<file path="config.mk">
export PLATFORM = sky130hd
export DESIGN_NAME = pipeline_hazard_ctrl
export DESIGN_NICKNAME = d
export VERILOG_FILES = /design/src/rtl/pipe_ctrl_pkg.sv /design/src/rtl/hazard_perf_cnt.sv /design/src/rtl/pipeline_hazard_ctrl.sv
export SDC_FILE = /design/constraint.sdc
export NUM_CORES = 1
export LEC_CHECK = 0
export CAP_MARGIN = 10
export CORE_ASPECT_RATIO = 1.1
export CORE_MARGIN = 2
export CORE_UTILIZATION = 35
export DETAILED_ROUTE_END_ITERATION = 10
export HOLD_SLACK_MARGIN = 0.02
export PLACE_DENSITY = 0.73
export SLEW_MARGIN = 10
export SYNTH_ARGS = -nofsm -noshare
export SYNTH_HDL_FRONTEND = slang
export SYNTH_HIERARCHICAL = 1
export SYNTH_SLANG_ARGS = --single-unit
</file>
<file path="constraint.sdc">
create_clock -name clk -period 2.2 [get_ports clk]
set_input_delay 0.55 -clock clk [delete_from_list [all_inputs] [get_ports clk]]
set_output_delay 0.55 -clock clk [all_outputs]
set_load 0.1 [all_outputs]
</file>
<file path="src/rtl/pipe_ctrl_pkg.sv">
// Shared definitions for the pipeline hazard controller.
// Holds the controller state encoding, the x0 register constant, the
// control-bundle payload type, the load-use compare and the upstream
// (branch / load-use / normal) control selection used by every state
// that lets the pipe advance.
package pipe_ctrl_pkg;

  localparam int unsigned REG_W  = 5;
  localparam int unsigned PERF_W = 32;

  localparam logic [1:0] ST_RUN      = 2'd0;
  localparam logic [1:0] ST_MEM_WAIT = 2'd1;
  localparam logic [1:0] ST_ABORT    = 2'd2;

  localparam logic [REG_W-1:0] REG_X0 = REG_W'(0);

  typedef enum logic [1:0] {
    S_RUN      = ST_RUN,
    S_MEM_WAIT = ST_MEM_WAIT,
    S_ABORT    = ST_ABORT
  } state_e;

  // One cycle's worth of pipeline-register controls.
  typedef struct packed {
    logic pc_write;
    logic if_id_write;
    logic if_id_flush;
    logic id_ex_flush;
    logic ex_mem_write;
    logic mem_wb_write;
    logic mem_wb_bubble;
    logic mem_err;
  } pipe_ctrl_t;

  // Load in EX writing a register that the instruction in ID reads; x0 never counts.
  function automatic logic load_use_hazard(input logic             mem_read,
                                           input logic [REG_W-1:0] rd,
                                           input logic [REG_W-1:0] rs1,
                                           input logic [REG_W-1:0] rs2);
    return mem_read && (rd != REG_X0) && ((rd == rs1) || (rd == rs2));
  endfunction

  // Controls for an advancing pipe: a taken branch squashes IF/ID and ID/EX,
  // otherwise a load-use holds PC and IF/ID and injects a bubble into ID/EX.
  function automatic pipe_ctrl_t upstream_ctrl(input logic branch, input logic hazard);
    pipe_ctrl_t c;
    c              = '0;
    c.ex_mem_write = 1'b1;
    c.mem_wb_write = 1'b1;
    if (branch) begin
      c.pc_write    = 1'b1;
      c.if_id_write = 1'b1;
      c.if_id_flush = 1'b1;
      c.id_ex_flush = 1'b1;
    end else if (hazard) begin
      c.id_ex_flush = 1'b1;
    end else begin
      c.pc_write    = 1'b1;
      c.if_id_write = 1'b1;
    end
    return c;
  endfunction

endpackage

</file>
<file path="src/rtl/hazard_perf_cnt.sv">
// Free-running 32-bit event counter, wraps at 2**32.
// Ports: clk, reset (async active-low), inc (count this cycle), count.
module hazard_perf_cnt
  import pipe_ctrl_pkg::*;
(
  input  logic              clk,
  input  logic              reset,
  input  logic              inc,
  output logic [PERF_W-1:0] count
);

  always_ff @(posedge clk or negedge reset) begin
    if (!reset) begin
      count <= '0;
    end else if (inc) begin
      count <= count + PERF_W'(1);
    end
  end

endmodule

</file>
<file path="src/rtl/pipeline_hazard_ctrl.sv">
// Stall/flush sequencer for the 5-stage pipeline: generates PC / IF/ID /
// ID/EX / EX/MEM / MEM/WB load and clear controls for load-use hazards,
// taken-branch squashes and multi-cycle data-memory accesses (with abort
// after MEM_TIMEOUT frozen cycles).
// Ports: clk, reset (async active-low); IF_ID_rs1/rs2, ID_EX_rd,
// ID_EX_MemRead, branch_taken, mem_req, mem_ready in; Mealy control
// outputs pc_write, if_id_write, if_id_flush, id_ex_flush, ex_mem_write,
// mem_wb_write, mem_wb_bubble, mem_err.
// Optional macro HAZARD_PERF_EN adds stall_cycles and flush_count counters.
module pipeline_hazard_ctrl
  import pipe_ctrl_pkg::*;
#(
  parameter int unsigned MEM_TIMEOUT = 16,
  parameter int unsigned CNT_W       = 5
) (
  input  logic             clk,
  input  logic             reset,
  input  logic [REG_W-1:0] IF_ID_rs1,
  input  logic [REG_W-1:0] IF_ID_rs2,
  input  logic [REG_W-1:0] ID_EX_rd,
  input  logic             ID_EX_MemRead,
  input  logic             branch_taken,
  input  logic             mem_req,
  input  logic             mem_ready,
  output logic             pc_write,
  output logic             if_id_write,
  output logic             if_id_flush,
  output logic             id_ex_flush,
  output logic             ex_mem_write,
  output logic             mem_wb_write,
  output logic             mem_wb_bubble,
  output logic             mem_err
`ifdef HAZARD_PERF_EN
  ,
  output logic [PERF_W-1:0] stall_cycles,
  output logic [PERF_W-1:0] flush_count
`endif
);

  state_e           state_q, state_d;
  logic [CNT_W-1:0] cnt_q, cnt_d;
  logic             load_use;
  pipe_ctrl_t       ctrl;

  assign load_use = load_use_hazard(ID_EX_MemRead, ID_EX_rd, IF_ID_rs1, IF_ID_rs2);

  // State and wait-counter register.
  always_ff @(posedge clk or negedge reset) begin
    if (!reset) begin
      state_q <= S_RUN;
      cnt_q   <= '0;
    end else begin
      state_q <= state_d;
      cnt_q   <= cnt_d;
    end
  end

  // Next state and Mealy controls.
  always_comb begin
    state_d = state_q;
    cnt_d   = cnt_q;
    ctrl    = '0;
    case (state_q)
      S_RUN: begin
        // A memory miss outranks everything: freeze the whole pipe.
        if (mem_req && !mem_ready) begin
          state_d = S_MEM_WAIT;
          cnt_d   = CNT_W'(1);
        end else begin
          ctrl = upstream_ctrl(branch_taken, load_use);
        end
      end
      S_MEM_WAIT: begin
        // Held EX/ID contents are only acted on in the release cycle.
        if (mem_ready) begin
          ctrl    = upstream_ctrl(branch_taken, load_use);
          state_d = S_RUN;
          cnt_d   = '0;
        end else if (cnt_q == CNT_W'(MEM_TIMEOUT - 1)) begin
          state_d = S_ABORT;
          cnt_d   = '0;
        end else begin
          cnt_d = cnt_q + CNT_W'(1);
        end
      end
      S_ABORT: begin
        // Retire the aborted access as a bubble while upstream advances.
        ctrl               = upstream_ctrl(branch_taken, load_use);
        ctrl.mem_wb_bubble = 1'b1;
        ctrl.mem_err       = 1'b1;
        state_d            = S_RUN;
      end
      default: begin
        state_d = S_RUN;
        cnt_d   = '0;
      end
    endcase
    if (!reset) begin
      ctrl = '0;
    end
  end

  assign pc_write      = ctrl.pc_write;
  assign if_id_write   = ctrl.if_id_write;
  assign if_id_flush   = ctrl.if_id_flush;
  assign id_ex_flush   = ctrl.id_ex_flush;
  assign ex_mem_write  = ctrl.ex_mem_write;
  assign mem_wb_write  = ctrl.mem_wb_write;
  assign mem_wb_bubble = ctrl.mem_wb_bubble;
  assign mem_err       = ctrl.mem_err;

`ifdef HAZARD_PERF_EN
  // if_id_flush is asserted only for a taken-branch squash.
  hazard_perf_cnt u_stall_cnt (
    .clk   (clk),
    .reset (reset),
    .inc   (!ctrl.pc_write),
    .count (stall_cycles)
  );

  hazard_perf_cnt u_flush_cnt (
    .clk   (clk),
    .reset (reset),
    .inc   (ctrl.if_id_flush),
    .count (flush_count)
  );
`endif

endmodule

</file>
Word-level counts from Yosys, hierarchy flattened

Index checks and enable logic that the tools add are counted.

Add/sub/neg operators: 1
Eq/ne operators: 7
Multiplexer cells: 17
Bitwise logic cells: 1
Reductions and logical operators: 9

Operators with widths:

| operator                                            | number |
|---|---|
| two-way mux 8 bit                                   | 3 |
| one-hot mux 8 bit (3 select lines)                  | 1 |
| two-way mux 5 bit                                   | 3 |
| one-hot mux 5 bit (3 select lines)                  | 1 |
| equality test 5 bit                                 | 2 |
| two-way mux 2 bit                                   | 5 |
| adder 5 x 1 -> 5 bit, second input constant         | 1 |
| equality test 5 x 4 -> 1 bit, second input constant | 1 |
| nonzero test 5 bit                                  | 1 |
| one-hot mux 2 bit (2 select lines)                  | 1 |
| AND reduction 2 bit                                 | 2 |
| logical AND 1 bit                                   | 3 |
| two-way mux 1 bit                                   | 3 |
| inequality test 3 bit, second input constant        | 1 |
| equality test 2 x 1 -> 1 bit, second input constant | 1 |
| equality test 2 bit, second input constant          | 1 |
| zero test 2 bit                                     | 1 |
| inequality test 2 bit, second input constant        | 1 |
| zero test 1 bit                                     | 1 |
| logical OR 1 bit                                    | 1 |
| inverter 1 bit                                      | 1 |

Register bits: 7
Output and inout port bits: 8
Logic and storage cells: 37

Longest topological paths before layout

Gate-level depths: netlist (run 1).

Word-level depth: 8
Mapped depth: 5
Depth with buffers taken out: 5

Worst setup path after synthesis (run 1)

OpenSTA, ideal clock, no wires.

Path kind: input to output
From: input port ID_EX_rd[3]
To: output port id_ex_flush
Arrival: 3.252 ns
Setup slack: -1.602 ns
Stages on the path: 4
Cells stage by stage: xor2_1 > nor3_1 > a22oi_1 > o31ai_1

Cells in the longest elaborated chain, start to end: 8

RTL lines:

| what                                                      | line                                                   | source |
|---|---|---|
| start: declaration                                        | pipeline_hazard_ctrl.sv:20                             | `input logic [REG_W-1:0] ID_EX_rd,` |
| equality test 5 bit or nonzero test 5 bit (tied branches) | pipe_ctrl_pkg.sv:40                                    | `return mem_read && (rd != REG_X0) && ((rd == rs1) \|\| (rd == rs2));` |
| logical OR 1 bit or logical AND 1 bit (tied branches)     | pipe_ctrl_pkg.sv:40                                    |  |
| logical AND 1 bit (*)                                     | pipe_ctrl_pkg.sv:40                                    |  |
| two-way mux 1 bit (*)                                     | pipe_ctrl_pkg.sv:55                                    | `end else if (hazard) begin` |
| two-way mux 1 bit (*)                                     | pipe_ctrl_pkg.sv:50                                    | `if (branch) begin` |
| two-way mux 8 bit (on tied branches)                      | pipeline_hazard_ctrl.sv:75, pipeline_hazard_ctrl.sv:66 |  |
| one-hot mux 8 bit (3 select lines) (*)                    | pipeline_hazard_ctrl.sv:63                             | `case (state_q)` |
| two-way mux 8 bit (*)                                     | pipeline_hazard_ctrl.sv:98                             | `if (!reset) begin` |
| end: declaration                                          | pipeline_hazard_ctrl.sv:28                             | `output logic id_ex_flush,` |

Mark *: on every way between the ends. The rest lies on a longest branch, timed or not.

Worst setup path in the final report (run 1)

From: input port ID_EX_rd[4]
To: output port if_id_write

Cells in the longest elaborated chain, start to end: 8

RTL lines:

| what                                                      | line                                                   | source |
|---|---|---|
| equality test 5 bit or nonzero test 5 bit (tied branches) | pipe_ctrl_pkg.sv:40                                    |  |
| logical OR 1 bit or logical AND 1 bit (tied branches)     | pipe_ctrl_pkg.sv:40                                    |  |
| logical AND 1 bit (*)                                     | pipe_ctrl_pkg.sv:40                                    |  |
| two-way mux 2 bit (*)                                     | pipe_ctrl_pkg.sv:55                                    |  |
| two-way mux 2 bit (*)                                     | pipe_ctrl_pkg.sv:50                                    |  |
| two-way mux 8 bit (on tied branches)                      | pipeline_hazard_ctrl.sv:75, pipeline_hazard_ctrl.sv:66 |  |
| one-hot mux 8 bit (3 select lines) (*)                    | pipeline_hazard_ctrl.sv:63                             |  |
| two-way mux 8 bit (*)                                     | pipeline_hazard_ctrl.sv:98                             |  |
| end: declaration                                          | pipeline_hazard_ctrl.sv:26                             | `output logic if_id_write,` |

Marks and branches as above.

==> results.py, run 1 <==
metrics = {
    "drt": {
        "wl_per_cell_um": 13.85,
        "vias": 574,
        "drt_iter0_markers": 7,
        "via_per_inst": 5.035,
        "ant_nets": 0,
        "drc": 0,
        "drt_wl_total_um": 1579,
        "dr.pass1.iters": 3,
    },
    "worst_setup_path": {
        "cp.required_ns": 1.65,
        "cp-start-kind": "input port",
        "reg2reg_setup_slack_ns": 0.74,
        "crit_arrival_ns": 1.77,
        "critPathMaxStageDelay_ns": 0.55,
        "path_class": "in -> out",
        "crit_path_cell_trace": "buf_8 > or4_4 > o21ai_4 > o311a_4 > buf_12",
        "crit_path_end_kind": "primary output",
        "slowest_stage": "or4_4",
        "worstReg2RegStart": "state_q[0]",
        "critPathLaunch": "ID_EX_rd[4]",
        "worstReg2RegEnd": "cnt_q[3]",
        "ff2ff_path_depth": 4,
        "crit_path_max_fanout": 3,
    },
    "global_route": {
        "grt.overflow.total": 0,
        "grt_max_degree": 8,
        "antenna_found_initial": 0,
        "grt_pass1_wl_um": 2711,
        "grt_use_total_pct": 19.24,
        "grt_pass1_vias": 634,
    },
    "timing": {
        "timing.setup.tns_ns": -0.3585,
        "slew_headroom_pct": 76.46,
        "finClkSkew_ns": 0.005356,
        "layout_setup_ws_ns": -0.1206,
        "min_period_ns": 2.321,
        "slew_violations": 0,
        "setup_violations": 3,
        "hold_ws_ns": 0.4771,
        "worst_pin_slew_ns": 0.3524,
        "period_share_pct": 105.5,
        "max_freq_mhz": 430.9,
        "rsz0062_at_grt": "yes",
        "finalHoldViolCount": 0,
    },
    "outcome": {
        "status": "finished, violations left",
        "violations": "setup timing",
    },
    "clocking": {
        "htreeDepth": 1,
        "clock-root-buffer": "clkbuf_4",
        "cts.sinks": 7,
        "cts_tree": "yes",
        "clk_path_buf_depth": 2,
        "clkTransAtPathRegs_ns": 0.05,
        "cts_hold_buf": 0,
        "clk_latency_ns": 0.25,
        "cts_inserted_buffers": 3,
    },
    "hold_path": {
        "hold_depth": 1,
        "hold_class": "reg -> reg",
        "whs_endpoint": "cnt_q[4]",
        "hp-start": "cnt_q[4]",
    },
    "logic_synthesis": {
        "synth_flop_cell": "dfrtp_1",
        "yosysWarningCount": 6,
        "yosys-top-cells-area": "dfrtp_1 (32%), xor2_1 (16%), nor2_1 (5.6%)",
        "synth_cells": 63,
        "synth_seq_cells": 7,
        "synth.distinct_cells": 26,
        "synth.most_common_cell": "xor2_1",
        "synth_common_cells": "xor2_1 (10), nor2_1 (8), dfrtp_1 (7), inv_1 (4)",
        "synth_top_area_cell": "dfrtp_1",
        "avgSynthCellArea_um2": 8.560,
        "synth_top_area_share_pct": 32.48,
        "synth-async-reset-ratio_pct": 100.0,
        "syn_nets": 85,
        "synth_edf_count": 0,
        "synth_area_um2": 539.3,
        "yosysSeqAreaShare_pct": 32.48,
    },
    "finish": {
        "fin_util_pct": 73.84,
        "seq_area_um2": 175.2,
        "nFillCells": 118,
        "antennaDiodeCount": 0,
        "drive_gt1_share_pct": 45.92,
        "multi_input_area_um2": 415.4,
        "area.growth.synth_to_final_pct": 91.88,
        "nets": 121,
    },
    "run": {
        "cap_violations": 0,
    },
    "placement": {
        "place_congestion": 0.7501,
        "hpwlAfterDp_um": 1290,
        "io_buffer_count": 28,
    },
    "floorplan": {
        "ioPinCount": 29,
        "fp-row-count": 14,
        "die_area_um2": 1871,
        "core_um2": 1401,
        "die_w_um": 41.43,
        "initial_core_util_pct": 38.48,
        "die_h_um": 45.17,
    },
    "pwr": {
        "power.density_nw_per_um2": 558.5,
        "power.leakage_nw": 0.4714,
        "power_w": 0.0005779,
        "ir_worst_vdd_mv": 0.4362,
    },
}
per-stage QoR:
stage | std cells | cell area (um2) | worst slack, ns
6_report | 114 | 1035 | -0.1206
5_1_grt | 114 | 1035 | -0.1532
4_1_cts | 114 | 1027 | -0.1335
3_5_place_dp | 109 | 1005 | -0.5625
3_3_place_gp | 109 | 1005 | -0.5261
2_1_floorplan | 63 | 631.9 | -0.2797
cell type report:
type	instances	share of cell area [%]
inverter	4	1.814
clock buffer	4	2.539
tap	16	1.935
multi-input combinational	48	40.15
timing repair buffer	35	36.64
sequential	7	16.93
cell families (layout without fill, tap and decap cells):
family / count (synthesis) / after routing / synth area share, %
compound gates: 14 / 14 / 17.17
xor+xnor: 10 / 10 / 16.24
fa+ha+maj: 1 / 1 / 2.320
buf+inv: 8 / 43 / 7.887
flops: 7 / 7 / 32.48
simple gates: 23 / 23 / 23.90
registers in the layout, summed over array words and instances, names as in the netlist:
register	count
cnt_q	5
state_q	2
worst max-delay path, delay by kind of cell:
kind	cells	cell delay, ns
compound gates	2	0.39
buf+inv	2	0.28
simple gates	1	0.55
worst max-delay path by stage:
stage | end | slack, ns
final | if_id_write | -0.12
after global routing | id_ex_flush | -0.15
after CTS | id_ex_flush | -0.13
after global placement | if_id_write | -0.53
after detailed placement | if_id_write | -0.56
after floorplan | pc_write | -0.28
layout by cell type (no fill, tap or decap), types with 3 or more instances in the layout:
master / count
xor2_1: 9
buf_2: 8
buf_12: 8
nor2_1: 7
clkdlybuf4s15_1: 4
buf_4: 7
dfrtp_1: 7
clkbuf_4: 3
o21ai_0: 3
dlygate4sd2_1: 3
where the power goes:
group | leakage, nW | switching (W) | internal, W
Sequential | 0.0935 | 0.0000235 | 0.000145
Clock | 0.0150 | 0.0000461 | 0.0000691
Combinational | 0.363 | 0.000170 | 0.000125
per-layer routing:
metal | GRT usage (%) | up-vias | routed length [um]
met2 | 35.94 | 19 | 844
met1 | 21.04 | 263 | 624
met5 | 0 | - | 0
met3 | 4.000 | 4 | 78
met4 | 9.032 | 0 | 32
li1 | - | 288 | -
what timing repair did:
item / CTS / global route
setup endpoints to repair: 6 / 3
gates resized for setup: 63 / 2
pin swaps: 17 / 1
buffers inserted: 1 / 0
Power figures use the tool's default switching activity.
==> run 2, diff against run 1 <==
- CORE_MARGIN: 2 -> not set
- MAX_ROUTING_LAYER: not set -> met4
==> run 2 against run 1 <==
The run still ends with setup timing left. Cell area up 2.9%. Count of clock-buffer cells in the layout unchanged. Sequential power about the same. Maximum frequency up 1.5%. Global-route usage up 4.6 points. Register-to-register slack about the same. Clock skew down 0.0020 ns. Non-clock buffer count up 1. Total power up 0.21%. Clock power about the same. Worst hold slack worse by 0.11 ns. Flip-flop and latch count unchanged.
==> results.py, run 2 (synthesized netlist as in run 1, its figures left out) <==
metrics = {
    "outcome": {
        "status": "finished, violations left",
        "violations": "setup timing",
    },
    "timing": {
        "hold_ws_ns": 0.3626,
        "period_share_pct": 103.9,
        "max_freq_mhz": 437.3,
        "worst_pin_slew_ns": 0.3476,
        "setup_violations": 3,
        "rsz0062_at_grt": "yes",
        "finClkSkew_ns": 0.003401,
        "slew_violations": 0,
        "layout_setup_ws_ns": -0.08682,
        "min_period_ns": 2.287,
        "finalHoldViolCount": 0,
        "slew_headroom_pct": 76.78,
    },
    "finish": {
        "antennaDiodeCount": 0,
        "finalNonFillerCells": 115,
        "area.growth.synth_to_final_pct": 97.45,
        "drive_gt1_share_pct": 49.49,
        "layout_common_cells": "xor2_1 (8), buf_12 (8), buf_4 (8)",
        "largest_reg_flops": 5,
        "largestRegisters": "cnt_q: 5 flops, state_q: 2 flops",
        "nets": 122,
        "regMostFlops": "cnt_q",
    },
    "drt": {
        "dr_wl_met2_um": 773,
        "ant_nets": 0,
        "vias": 581,
        "dr.pass1.iters": 2,
        "routedLengthMet1_um": 608,
        "wl_met3_um": 68,
        "maxUsedRoutingLayer": "met4",
        "drt_iter0_markers": 6,
        "drc": 0,
        "wl_per_cell_um": 12.93,
        "via_per_inst": 5.052,
        "drt_wl_total_um": 1487,
    },
    "worst_setup_path": {
        "slowest_stage": "clkdlybuf4s50_1",
        "path_buf_inv": 3,
        "path_delay_family": "buffers and inverters",
        "critPathMaxStageDelay_ns": 0.50,
        "crit_path_max_fanout": 2,
        "path_class": "in -> out",
        "crit_path_cell_trace": "clkdlybuf4s50_1 > o21ai_4 > buf_4 > o31ai_4 > buf_12",
        "cp-start-kind": "input port",
        "crit_path_end_kind": "primary output",
        "crit_arrival_ns": 1.74,
        "cp.required_ns": 1.65,
    },
    "floorplan": {
        "initial_core_util_pct": 38.48,
        "ioPinCount": 29,
        "die_h_um": 43.17,
        "die_w_um": 39.43,
        "fp-row-count": 14,
        "core_um2": 1401,
        "die_area_um2": 1702,
    },
    "clocking": {
        "clock-root-buffer": "clkbuf_4",
        "cts.sinks": 7,
        "postCtsSetupRepairBufs": 0,
        "cts_hold_buf": 0,
        "cts_tree": "yes",
        "clk_path_buf_depth": 2,
        "clkTransAtPathRegs_ns": 0.05,
        "cts_inserted_buffers": 3,
        "clk_latency_ns": 0.25,
        "htreeDepth": 1,
    },
    "global_route": {
        "grt_max_degree": 8,
        "grt_pass1_vias": 635,
        "antenna_found_initial": 0,
        "grt_pass1_wl_um": 2677,
        "grt.overflow.total": 0,
        "grt_use_total_pct": 23.83,
    },
    "placement": {
        "hpwlAfterDp_um": 1234,
        "io_buffer_count": 28,
        "numPlacedInstances": 111,
        "place_congestion": 0.7020,
        "pre_cts_slack_ns": -0.5386,
    },
    "hold_path": {
        "hold_class": "in -> async",
    },
    "run": {
        "cap_violations": 0,
    },
    "pwr": {
        "ir_worst_vdd_mv": 0.4409,
        "power_w": 0.0005791,
        "power.leakage_nw": 0.4839,
        "power.density_nw_per_um2": 543.9,
    },
}
[run 2: timing repair]
item,4_1_cts,5_1_grt
endpoints found under the hold margin,0,0
gates resized for setup,68,6
pin swaps,19,6
setup endpoints to repair,6,6
[run 2: final timing paths]
path,startpoint,slack [ns],depth (start not counted),endpoint
worst max-delay path,ID_EX_MemRead,-0.09,5,id_ex_flush
worst min-delay path,reset,0.36,2,state_q[0]
worst max register to register,state_q[0],0.75,4,cnt_q[3]
worst min register to register,cnt_q[4],0.50,1,cnt_q[4]
max in group asynchronous,reset,1.65,3,cnt_q[4]
min in group clk,cnt_q[4],0.50,1,cnt_q[4]
[run 2: report_power, final]
| part | internal [W] | total, W | switching, W |
|---|---|---|---|
| logic | 0.000128 | 0.000297 | 0.000169 |
| registers | 0.000145 | 0.000167 | 0.0000223 |
| clock network | 0.0000691 | 0.000115 | 0.0000456 |
| total | 0.000343 | 0.000579 | 0.000237 |
[run 2: through the flow]
stage | instance area [um2] | utilization (%) | TNS [ns]
final | 1065 | 75.98 | -0.2272
after global routing | 1065 | 75.98 | -0.3313
after CTS | 1040 | 74.20 | -0.2212
after detailed placement | 1020 | 72.77 | -1.916
after global placement | 1020 | 72.77 | -1.869
after floorplan | 631.9 | - | -0.6120
[run 2: final cells by class]
| class | count | area (um2) |
|---|---|---|
| clock buffer | 4 | 26.28 |
| tap | 16 | 20.02 |
| timing repair buffer | 36 | 396.6 |
| inverter | 4 | 18.77 |
| sequential | 7 | 175.2 |
| fill | 103 | 336.6 |
| multi-input combinational | 48 | 427.9 |
[run 2: per-layer routing]
layer / up-vias / global-route usage [%]
met5: - / -
met4: 0 / 12.41
met3: 4 / 3.665
met2: 15 / 39.67
met1: 272 / 26.09
li1: 290 / -
==> run 3, diff against run 2 <==
==> constraint.sdc (replaced) <==
create_clock -name clk -period 2.2 [get_ports clk]
set_input_delay 0.44 -clock clk [delete_from_list [all_inputs] [get_ports clk]]
set_output_delay 0.44 -clock clk [all_outputs]
set_load 0.1 [all_outputs]
==> run 3 against run 2 <==
The flow now finishes without violations. Worst setup slack gained 0.14 ns. Worst hold slack gained 0.12 ns. Maximum frequency grew 6.5%. Non-clock buffer count grew 1. Count of clock-buffer cells in the layout is the same. Flip-flop and latch count is the same. Via count grew 1.4%. Critical path depth grew 2. Largest cell class unchanged. Highest routed layer unchanged.
==> results.py, run 3 (synthesized netlist as in run 1, its figures left out) <==
metrics = {
    "timing": {
        "hold_ws_ns": 0.4814,
        "max_freq_mhz": 465.8,
        "slew_headroom_pct": 76.21,
        "setup_violations": 0,
        "timing.setup.tns_ns": 0,
        "rsz0062_at_grt": "no",
        "worst_pin_slew_ns": 0.3561,
        "finalHoldViolCount": 0,
        "finClkSkew_ns": 0.0001840,
        "slew_violations": 0,
        "period_share_pct": 97.59,
        "min_period_ns": 2.147,
    },
    "drt": {
        "wl_per_cell_um": 12.70,
        "routedLengthMet1_um": 516,
        "dr_wl_met2_um": 765,
        "drt_iter0_markers": 5,
        "vias": 589,
        "dr.pass1.iters": 4,
        "drt_wl_total_um": 1473,
        "wl_met3_um": 145,
        "maxUsedRoutingLayer": "met4",
        "ant_nets": 0,
        "drc": 0,
        "via_per_inst": 5.078,
    },
    "clocking": {
        "clk_latency_ns": 0.25,
        "htreeDepth": 1,
        "cts_hold_buf": 0,
        "clock-root-buffer": "clkbuf_4",
        "cts.sinks": 7,
        "clkTransAtPathRegs_ns": 0.05,
        "clk_path_buf_depth": 2,
        "cts_tree": "yes",
        "cts_inserted_buffers": 3,
    },
    "worst_setup_path": {
        "cp-start-kind": "input port",
        "crit_arrival_ns": 1.71,
        "cp.required_ns": 1.76,
        "crit_path_end_kind": "primary output",
        "path_class": "in -> out",
        "crit_path_max_fanout": 3,
    },
    "finish": {
        "nets": 123,
        "antennaDiodeCount": 0,
        "area.growth.synth_to_final_pct": 91.18,
        "layout_common_cells": "xor2_1 (10), dlygate4sd2_1 (9), buf_12 (8), buf_4 (8)",
        "regMostFlops": "cnt_q",
        "largestRegisters": "cnt_q: 5 flops, state_q: 2 flops",
        "layout_commonest_cell": "xor2_1",
        "largest_reg_flops": 5,
        "nFillCells": 111,
        "drive_gt1_share_pct": 40.00,
    },
    "run": {
        "cap_violations": 0,
    },
    "floorplan": {
        "die_h_um": 43.17,
        "die_area_um2": 1702,
        "core_um2": 1401,
        "initial_core_util_pct": 38.48,
        "ioPinCount": 29,
        "fp-row-count": 14,
        "die_w_um": 39.43,
    },
    "pwr": {
        "switching_share_pct": 41.36,
        "intPower_w": 0.0003368,
        "combinationalPowerShare_pct": 50.6,
        "ir_worst_vdd_mv": 0.4330,
        "p_seq_share_pct": 28.7,
        "power.leakage_nw": 0.4719,
        "clock_power_share_pct": 20.7,
        "p_switching_w": 0.0002376,
        "power.density_nw_per_um2": 557.2,
    },
    "global_route": {
        "grt_pass1_wl_um": 2214,
        "grt_pass1_vias": 559,
        "antenna_found_initial": 0,
        "grt_max_degree": 8,
        "grt.overflow.total": 0,
        "grt_use_total_pct": 20.59,
    },
    "hold_path": {
        "hold_class": "reg -> reg",
    },
    "outcome": {
        "status": "finished clean",
    },
    "placement": {
        "place_congestion": 0.7366,
        "hpwlAfterDp_um": 1180,
        "io_buffer_count": 28,
    },
}
==> run 3: layer usage <==
metal,global-route usage [%],up-vias
met2,35.74,26
met5,-,-
met4,16.55,0
met3,5.759,4
li1,-,292
met1,16.61,267
==> run 3: area by class of cell <==
class                   count  area (um2)  area share [%]
inverters                   4       18.77           1.820
well taps                  16       20.02           1.942
multi-input cells          48       395.4           38.35
clock buffers               4       26.28           2.549
flip-flops and latches      7       175.2           16.99
repair buffers             37       395.4           38.35
==> run 3: worst max-delay path, cell delays in order <==
cell and delay [ns]:
clkdlybuf4s15_1 0.23, xor2_1 0.19, nor2_1 0.13, a22oi_2 0.11
buf_4 0.15, o31ai_4 0.25, buf_12 0.21
==> run 3: timing repair <==
action,4_1_cts,5_1_grt
hold endpoints to repair,0,0
pin swaps,11,7
buffers inserted,1,0
gates resized for setup,29,10
endpoints found under the setup margin,6,3
==> run 3: through the flow <==
stage | cells | total power [W] | area [um2] | utilization (%) | setup slack (ns)
after global placement | 111 | 0.0004514 | 998.5 | 71.25 | -0.3411
after CTS | 116 | 0.0005821 | 1051 | 75.00 | 0.002485
after global routing | 116 | 0.0005987 | 1031 | 73.57 | 0.007675
after detailed placement | 111 | 0.0004579 | 998.5 | 71.25 | -0.3506
after floorplan | 63 | 0.0003378 | 598.1 | - | -0.1066
final | 116 | 0.0005745 | 1031 | 73.57 | 0.05310
==> run 3: final timing paths <==
| kind | from | end | slack (ns) | cells past startpoint |
|---|---|---|---|---|
| min in group asynchronous | reset | cnt_q[4] | 0.53 | 2 |
| worst max register to register | state_q[0] | cnt_q[3] | 0.80 | 4 |
| worst max-delay path | ID_EX_rd[0] | id_ex_flush | 0.05 | 7 |
| worst min-delay path | cnt_q[4] | cnt_q[4] | 0.48 | 1 |
| max in group asynchronous | reset | state_q[0] | 1.56 | 2 |
| worst min register to register | cnt_q[4] | cnt_q[4] | 0.48 | 1 |
==> run 3: power groups by stage <==
| stage | clock, W | sequential (W) | combinational (W) |
|---|---|---|---|
| 5_1_grt | 0.000126 | 0.000167 | 0.000305 |
| 2_1_floorplan | 0 | 0.000161 | 0.000176 |
| 6_report | 0.000119 | 0.000165 | 0.000291 |
| 3_5_place_dp | 0 | 0.000165 | 0.000292 |
| 4_1_cts | 0.000124 | 0.000164 | 0.000294 |
| 3_3_place_gp | 0 | 0.000164 | 0.000287 |
